<file path="src/rtl/btb_tagged.sv">
// Tagged, direct-mapped branch target buffer with per-entry 2-bit direction counters.
// Registered lookup (1-cycle latency), EX-driven updates, and a one-entry-per-cycle invalidate sweep.
module btb_tagged #(
  parameter int         ENTRIES  = 64,
  parameter int         TAG_W    = 12,
  parameter int         ALIGN    = 3,
  parameter logic [1:0] CNT_INIT = 2'b10
) (
  input  logic        clk,
  input  logic        rst,
  input  logic        if0_allowin,
  input  logic        req_valid,
  input  logic [31:0] fetch_pc,
  output logic        ready,
  output logic        pred_hit,
  output logic        pred_taken,
  output logic [31:0] pred_pc,
  output logic [1:0]  pred_btype,
  output logic        pred_bpos,
  input  logic        upd_valid,
  input  logic [31:0] upd_pc,
  input  logic [31:0] upd_tpc,
  input  logic        upd_taken,
  input  logic [1:0]  upd_btype,
  input  logic        upd_bpos,
  input  logic        flush_all
);

  localparam int IDX_W = $clog2(ENTRIES);
  localparam int HI_W  = 32 - ALIGN;

  typedef enum logic {ST_SWEEP, ST_RUN} state_t;

  state_t            r_state, w_state_nxt;
  logic [IDX_W-1:0]  r_sweep_idx, w_sweep_idx_nxt;

  logic [ENTRIES-1:0] r_valid;
  logic [TAG_W-1:0]   r_tag   [ENTRIES];
  logic [31:0]        r_tgt   [ENTRIES];
  logic [1:0]         r_btype [ENTRIES];
  logic               r_bpos  [ENTRIES];
  logic [1:0]         r_cnt   [ENTRIES];

  function automatic logic [IDX_W-1:0] f_idx(input logic [31:0] pc);
    return pc[ALIGN +: IDX_W];
  endfunction

  function automatic logic [TAG_W-1:0] f_tag(input logic [31:0] pc);
    return pc[ALIGN+IDX_W +: TAG_W];
  endfunction

  function automatic logic [31:0] f_seq(input logic [31:0] pc);
    logic [HI_W-1:0] hi;
    hi = pc[31:ALIGN] + HI_W'(1);
    return {hi, {ALIGN{1'b0}}};
  endfunction

  // Low alignment bits of fetch_pc and the bits of upd_pc outside idx/tag carry no information here.
  logic w_unused;
  assign w_unused = ^{fetch_pc[ALIGN-1:0], upd_pc};

  // ---------------- sweep FSM ----------------
  always_comb begin
    // NOTE: every always_comb output gets a default first so no path leaves it unassigned (no latch).
    w_state_nxt     = r_state;
    w_sweep_idx_nxt = r_sweep_idx;
    if (flush_all) begin
      w_state_nxt     = ST_SWEEP;
      w_sweep_idx_nxt = '0;
    end else if (r_state == ST_SWEEP) begin
      w_sweep_idx_nxt = r_sweep_idx + IDX_W'(1);
      if (r_sweep_idx == IDX_W'(ENTRIES - 1)) w_state_nxt = ST_RUN;
    end
  end

  always_ff @(posedge clk) begin
    // NOTE: sequential state uses non-blocking assignments so all flops update from pre-edge values.
    if (rst) begin
      r_state     <= ST_SWEEP;
      r_sweep_idx <= '0;
    end else begin
      r_state     <= w_state_nxt;
      r_sweep_idx <= w_sweep_idx_nxt;
    end
  end

  assign ready = (r_state == ST_RUN);

  // ---------------- lookup ----------------
  logic [IDX_W-1:0] w_l_idx;
  logic [TAG_W-1:0] w_l_tag;
  logic [31:0]      w_l_seq;
  logic             w_l_hit;
  logic [1:0]       w_l_btype;
  logic             w_l_taken;

  assign w_l_idx   = f_idx(fetch_pc);
  assign w_l_tag   = f_tag(fetch_pc);
  assign w_l_seq   = f_seq(fetch_pc);
  assign w_l_hit   = ready && req_valid && r_valid[w_l_idx] && (r_tag[w_l_idx] == w_l_tag);
  assign w_l_btype = r_btype[w_l_idx];
  // Unconditional and indirect branches are always taken; conditionals follow the counter MSB.
  assign w_l_taken = (w_l_btype == 2'b01) || (w_l_btype == 2'b11) || r_cnt[w_l_idx][1];

  always_ff @(posedge clk) begin
    if (rst) begin
      pred_hit   <= 1'b0;
      pred_taken <= 1'b0;
      pred_pc    <= 32'h0;
      pred_btype <= 2'b00;
      pred_bpos  <= 1'b0;
    end else if (if0_allowin) begin
      if (w_l_hit) begin
        pred_hit   <= 1'b1;
        pred_taken <= w_l_taken;
        pred_pc    <= w_l_taken ? r_tgt[w_l_idx] : w_l_seq;
        pred_btype <= w_l_btype;
        pred_bpos  <= r_bpos[w_l_idx];
      end else begin
        pred_hit   <= 1'b0;
        pred_taken <= 1'b0;
        pred_pc    <= w_l_seq;
        pred_btype <= 2'b00;
        pred_bpos  <= 1'b0;
      end
    end
  end

  // ---------------- update / sweep write port ----------------
  logic [IDX_W-1:0] w_u_idx;
  logic             w_u_en;
  logic             w_u_hit;
  logic [1:0]       w_u_cnt_nxt;
  logic             w_sweep_clr;

  assign w_u_idx     = f_idx(upd_pc);
  assign w_u_en      = ready && upd_valid && !flush_all && !rst;
  assign w_u_hit     = r_valid[w_u_idx] && (r_tag[w_u_idx] == f_tag(upd_pc));
  assign w_sweep_clr = (r_state == ST_SWEEP) && !rst && !flush_all;

  always_comb begin
    w_u_cnt_nxt = r_cnt[w_u_idx];
    if (upd_taken && r_cnt[w_u_idx] != 2'b11) w_u_cnt_nxt = r_cnt[w_u_idx] + 2'b01;
    else if (!upd_taken && r_cnt[w_u_idx] != 2'b00) w_u_cnt_nxt = r_cnt[w_u_idx] - 2'b01;
  end

  // NOTE: the entry array has no reset; only valid bits matter and the sweep clears them before RUN.
  always_ff @(posedge clk) begin
    if (w_sweep_clr) begin
      r_valid[r_sweep_idx] <= 1'b0;
    end else if (w_u_en) begin
      if (w_u_hit) begin
        if (upd_btype == 2'b00) begin
          r_valid[w_u_idx] <= 1'b0;
        end else begin
          r_cnt[w_u_idx] <= w_u_cnt_nxt;
          if (upd_taken) begin
            r_tgt[w_u_idx]   <= upd_tpc;
            r_btype[w_u_idx] <= upd_btype;
            r_bpos[w_u_idx]  <= upd_bpos;
          end
        end
      end else if (upd_taken && upd_btype != 2'b00) begin
        r_valid[w_u_idx] <= 1'b1;
        r_tag[w_u_idx]   <= f_tag(upd_pc);
        r_tgt[w_u_idx]   <= upd_tpc;
        r_btype[w_u_idx] <= upd_btype;
        r_bpos[w_u_idx]  <= upd_bpos;
        r_cnt[w_u_idx]   <= upd_taken ? CNT_INIT : 2'b01;
      end
    end
  end

endmodule

</file>
<file path="config.mk">
export PLATFORM = sky130hd
export DESIGN_NAME = btb_tagged
export DESIGN_NICKNAME = d
export VERILOG_FILES = /design/src/rtl/btb_tagged.sv
export SDC_FILE = /design/constraint.sdc
export NUM_CORES = 2
export LEC_CHECK = 0
export ABC_CLOCK_PERIOD_IN_PS = 12900
export CELL_PAD_IN_SITES_DETAIL_PLACEMENT = 1
export CELL_PAD_IN_SITES_GLOBAL_PLACEMENT = 1
export CORE_MARGIN = 4
export CORE_UTILIZATION = 38
export CTS_CLUSTER_SIZE = 20
export DETAILED_ROUTE_END_ITERATION = 10
export GPL_ROUTABILITY_DRIVEN = 0
export PLACE_DENSITY = 0.64
export SETUP_SLACK_MARGIN = 0.02
export SYNTH_ARGS = -nofsm -noshare
export SYNTH_HDL_FRONTEND = slang
export SYNTH_SLANG_ARGS = --single-unit
</file>
<file path="constraint.sdc">
create_clock -name clk -period 12.9 [get_ports clk]
set_input_delay 1.935 -clock clk [delete_from_list [all_inputs] [get_ports clk]]
set_output_delay 1.935 -clock clk [all_outputs]
set_load 0.005 [all_outputs]
</file>
# Word-level counts from Yosys, hierarchy flattened
# Memories as Yosys holds them, arrays and structs flattened.
# Index checks and enable logic that the tools add are counted.
# W data, S select, Z words.
classes:
  add_sub_neg: 4
  order_cmp: 5
  n_eq_ne: 7
  mux: 44
  bitwise: 10
  n_reduce_logical: 26
ops:
  columns: ["cell", "n"]
  rows:
  - ["$mux W64", 5]
  - ["$and A64 B64 Y64", 2]
  - ["$not A64 Y64", 2]
  - ["$mux W32", 3]
  - ["$or A64 B64 Y64", 1]
  - ["$add A29 B1 Y29 const B", 1]
  - ["$mux W1", 26]
  - ["$eq A12 B12 Y1", 2]
  - ["$lt A6 B7 Y1 const B", 3]
  - ["$logic_and A1 B1 Y1", 14]
  - ["$bmux W1 S6", 2]
  - ["$demux W1 S6", 2]
  - ["$ge A6 B1 Y1 const B", 2]
  - ["$mux W2", 6]
  - ["$add A6 B1 Y6 const B", 1]
  - ["$eq A6 B6 Y1 const B", 1]
  - ["$reduce_bool A2 Y1", 3]
  - ["$or A1 B1 Y1", 4]
  - ["$logic_not A1 Y1", 3]
  - ["$ne A3 B1 Y1 const B", 1]
  - ["$reduce_and A3 Y1", 1]
  - ["$reduce_bool A3 Y1", 1]
  - ["$add A2 B1 Y2 const B", 1]
  - ["$eq A2 B1 Y1 const B", 1]
  - ["other kinds (7)", 8]
totals:
  ff_bits: 108
  ramBits: 3136
  in_bits: 106
  out_inout_bits: 38
  wordCells: 109
  memories: 5
memory_table:
  columns: ["name", "words", "word_bits", "rd", "rd_clocked_by_memory_dff", "wr", "line_no", "source"]
  rows:
  - ["r_tgt", 64, 32, 1, 0, 1, "39", "logic [31:0] r_tgt [ENTRIES];"]
  - ["r_tag", 64, 12, 2, 0, 1, "38", "logic [TAG_W-1:0] r_tag [ENTRIES];"]
  - ["r_btype", 64, 2, 1, 0, 1, "40", "logic [1:0] r_btype [ENTRIES];"]
  - ["r_cnt", 64, 2, 2, 0, 1, "42", "logic [1:0] r_cnt [ENTRIES];"]
  - ["r_bpos", 64, 1, 1, 0, 1, "41", "logic r_bpos [ENTRIES];"]

# Logic depth before layout (Yosys ltp)
depth:
  depth_word: 10
  mapped_depth: 18
  mapped_depth_nobuf: 12

# Least setup slack after synthesis
# Ideal clock, no wire load.
synth_path:
  path_type: "input -> register"
  startpoint: "input upd_pc[4]"
  endpoint: "memory r_cnt[0][1], data pin"
  setup_ps: 542
  arrival_ps: 7083
  t_required_ps: 12358
  slack_ps: 5276
  cell_stages: 14
  n_path_buf: 5
  path_cell_list: "buf_2 -> buf_2 -> buf_2 -> clkbuf_1 -> buf_2 -> mux2_2 -> a221oi_1 -> nor2_1 -> a221oi_1 -> o22ai_1 -> a2111oi_0 -> ha_1 -> mux2_2 -> o211ai_1"
synth_between:
  elab_chain_len: 8
  elab_cells_between_ends: 19
  classes_between: "2 x add/sub; 2 x eq/ne; 9 x mux; 4 x reduce/logical; 2 x memory"
synth_rtl:
  columns: ["item", "line_no", "source"]
  rows:
  - ["from (decl)", "21", "input logic [31:0] upd_pc,"]
  - ["$mem_v2 Z64 W12 or $bmux W1 S6 (tied branches)", null, null]
  - ["$eq A12 B12 Y1 or $mux W1 (tied branches)", "138", "assign w_u_hit = r_valid[w_u_idx] && (r_tag[w_u_idx] == f_tag(upd_pc));"]
  - ["$logic_and A1 B1 Y1", "138", null]
  - ["$mux W1", "152", "if (w_u_hit) begin"]
  - ["$mux W1", "151", "end else if (w_u_en) begin"]
  - ["$mux W1", "149", "if (w_sweep_clr) begin"]
  - ["$mux W1", "169", "r_cnt[w_u_idx] <= upd_taken ? CNT_INIT : 2'b01;"]
  - ["$mux W2 (no source line) *", null, null]
  - ["to (decl)", "42", null]
# Mark *: on every way between the ends. The rest lies on a longest branch, timed or not. The select of a mux whose other input is x is not followed.

# Worst setup path in the final report
layout_path:
  startpoint: "input upd_pc[3]"
  endpoint: "memory r_cnt[41][1], data pin"
# The elaborated chain is that of the path after synthesis.

==> results.py <==
metrics = {
    "floorplan": {
        "die_h_um": 601.9,
        "io_pins": 144,
        "rows": 217,
        "core-area_um2": 350200,
        "start_util": 0.3826,
        "die-width_um": 601.9,
        "dieArea_um2": 362200,
    },
    "cts": {
        "cts.path.max_buffers": 4,
        "ctsHoldBuffers": 0,
        "path_clk_slew_ns": 0.06,
        "cts_tree": "yes",
        "cts.sinks": 3244,
        "cts_inserted_buffers": 340,
        "htreeDepth": 5,
        "clock_latency_ns": 0.97,
        "cts_resized": 0,
        "post_cts_buffers": 0,
        "root_buffer": "clkbuf_16",
    },
    "routing": {
        "wl_per_cell_um": 39.46,
        "via_per_inst": 6.385,
        "first_pass_iters": 6,
        "routed_wirelength_um": 459800,
        "drtIter0Drc": 10952,
        "vias": 74394,
        "drcViolationCount": 0,
        "ant_nets": 0,
    },
    "logic_synthesis": {
        "synth_edf_count": 3200,
        "yosysWarnings": 0,
        "synth_cell_types": 78,
        "synth_seq_cells": 3244,
        "synthArstFlopShare": 0,
        "yosys.area.top_type": "edfxtp_1",
        "netlist.area_leader.share": 0.7170,
        "synth_flop_cell": "edfxtp_1",
        "syn_nets": 6620,
        "avgSynthCellArea_um2": 20.59,
        "synthesis.area_um2": 134000,
        "syn-instance-count": 6510,
        "ys_seq_area_frac": 0.7236,
        "ys_top_cells_by_area": "edfxtp_1 (72%), mux4_2 (17%), mux2i_1 (1.1%)",
    },
    "status": {
        "outcome": "finished, violations left",
        "violations": "capacitance limit, slew limit",
    },
    "timing": {
        "maxSlewHeadroom": -0.05388,
        "totalNegativeSetupSlack_ns": 0,
        "setup_viol": 0,
        "period_minus_slack_ns": 7.759,
        "rsz0062_at_grt": "false",
        "fmax_mhz": 128.9,
        "fin_crit_sh": 0.6014,
        "hold_violations": 0,
        "drv_slew": 5,
        "skew_ns": 0.09628,
        "tightest_slew_ns": 1.576,
    },
    "setup_path": {
        "criticalPathCategory": "in -> reg",
        "endpoint_kind": "register",
        "crit_chain": "clkbuf_8 > buf_12 > and2_1 > buf_4 > a22oi_1 > o22a_1 > a21oi_1 > and4b_1 > xnor2_1 > nor4_1 > nand4b_1 > nand3_2 > buf_4 > o211ai_1 > buf_4",
        "r2r-start": "r_tag[8][8]",
        "cp.required_ns": 13.46,
        "cp_common_cell": "buf_4",
        "critPathTopFamily": "buffers and inverters",
        "path_buf_inv": 5,
        "startpoint": "upd_pc[3]",
        "crit_slowest_cell": "and2_1",
        "crit_path_start_kind": "input pin",
        "crit_path_max_incr_delay_ns": 0.94,
        "cp.arrival_ns": 8.32,
        "path_max_fanout": 77,
    },
    "placement": {
        "placed_area_um2": 141400,
        "io_buffers": 126,
        "hpwl_um": 257800,
    },
    "power_and_ir_drop": {
        "pwr-share-clk": 0.424,
        "p_per_area_nw_per_um2": 148.8,
        "p_sw_mw": 5.078,
        "p_int_mw": 17.55,
        "vdd.ir_drop.worst_uv": 131.7,
        "power_frac_comb": 0.062,
        "power.total_mw": 22.63,
        "p_leak_nw": 46.44,
        "power.share.sequential": 0.514,
        "power.share.switching": 0.2244,
    },
    "final_layout": {
        "area_delta_synth_final_pct": 13.51,
        "stdcell_area_um2": 152100,
        "layout_commonest_cell": "edfxtp_1",
        "final_nets": 6872,
        "drive_above_1_share": 0.2853,
        "layout_common_cells": "edfxtp_1 (3200), mux4_2 (1023), clkbuf_16 (345)",
        "final_core_util": 0.4343,
    },
    "global_routing": {
        "grt_pass1_vias": 75618,
        "grtUsageTotal": 0.2484,
        "grt-ovfl-total": 0,
        "grt_pass1_wl_um": 630200,
        "antenna_found_initial": 31,
        "grt_max_degree": 128,
    },
    "hold_path": {
        "min_from": "pred_btype[0]",
        "hold_class": "reg -> reg",
    },
    "flow_run": {
        "drv_cap": 1,
    },
}
[state kept, by name, indices dropped and copies added (netlist names), named ones only]
signal / count
r_tag: 768
r_btype: 128
pred_hit: 1
pred_pc: 32
r_tgt: 2048
pred_bpos: 1
r_bpos: 64
r_sweep_idx: 6
pred_btype: 2
r_cnt: 128
pred_taken: 1
ready: 1
[power by group through the flow]
| stage | registers (mW) | logic, mW | clock network (mW) |
|---|---|---|---|
| floorplan | 11.9 | 0.772 | 0 |
| global placement | 11.9 | 1.35 | 0 |
| detailed placement | 11.9 | 1.38 | 0 |
| CTS | 11.6 | 1.38 | 9.72 |
| global route | 11.6 | 1.45 | 10.2 |
| finish | 11.6 | 1.40 | 9.59 |
[path summary, 6_finish.rpt]
path / endpoint / cells past startpoint / slack, ns
setup / recovery: r_cnt[41][1] / 15 / 5.14
hold / removal: pred_btype[0] / 2 / 0.48
setup reg to reg: r_cnt[41][1] / 12 / 7.37
hold reg to reg: pred_btype[0] / 2 / 0.48
[final cells by class]
cell class                      count  area, um2
Sequential cell                  3244      96970
Clock inverter                    193       1714
Clock buffer                      424       9000
Multi-Input combinational cell   2781      35480
Inverter                           15      63.81
Timing Repair Buffer              380       3089
Antenna cell                       16      40.04
Fill cell                       32496     198100
Tap cell                         4599       5754
[cells by family after synthesis]
group | after synthesis | synth area share
xor gates and xnor gates | 53 | 0.003464
buffers and inverters | 485 | 0.01654
DFF | 3244 | 0.7236
AOI/OAI and AO/OA | 773 | 0.04246
muxes | 1248 | 0.1894
and+or+nand+nor | 703 | 0.02416
adders and majority gates | 4 | 0.0003735
[cells in the mapped netlist (all sizes together), types with 8 or more instances]
cell type  number
or2             8
mux2i         153
mux2           72
nand3b         24
and2            9
o31ai          67
nand4          18
nor4           16
and3           15
dfxtp          44
o21ai         113
o22ai          67
a22oi          93
clkbuf        240
xor2           23
a21oi          58
o311a           9
mux4         1023
nor2b          25
a211oi         19
edfxtp       3200
inv            13
o211ai         73
o2bb2ai         9
xnor2          30
a31oi          18
or3b            8
nand2         170
buf           230
nand3          48
nor2          306
a221oi        106
a2111oi        13
o22a            9
nor3           19
a22o           32
nand2b         13
a221o          48
[metal layers]
layer / vias up / GRT usage / share of wire
met2: 4556 / 0.3927 / 0.47
met3: 1037 / 0.05111 / 0.093
met1: 40425 / 0.3245 / 0.37
met5: - / 0 / 0.000059
li1: 28372 / - / -
met4: 4 / 0.1325 / 0.063
[worst min-delay path, stage by stage, from the launching register on]
cell and delay, ns:
dfxtp_1 0.31, nand2_1 0.06, a21oi_1 0.05
[per-stage QoR]
| stage | std cells | hold WS (ns) | worst slack [ns] |
|---|---|---|---|
| 2_1_floorplan | 6510 | 0.4574 | 5.276 |
| 3_3_place_gp | 11019 | 0.4589 | 4.357 |
| 3_5_place_dp | 11019 | 0.4610 | 4.371 |
| 4_1_cts | 11636 | 0.4733 | 5.337 |
| 5_1_grt | 11643 | 0.5043 | 4.906 |
| 6_report | 11652 | 0.4755 | 5.141 |
Power figures use the tool's default switching activity.
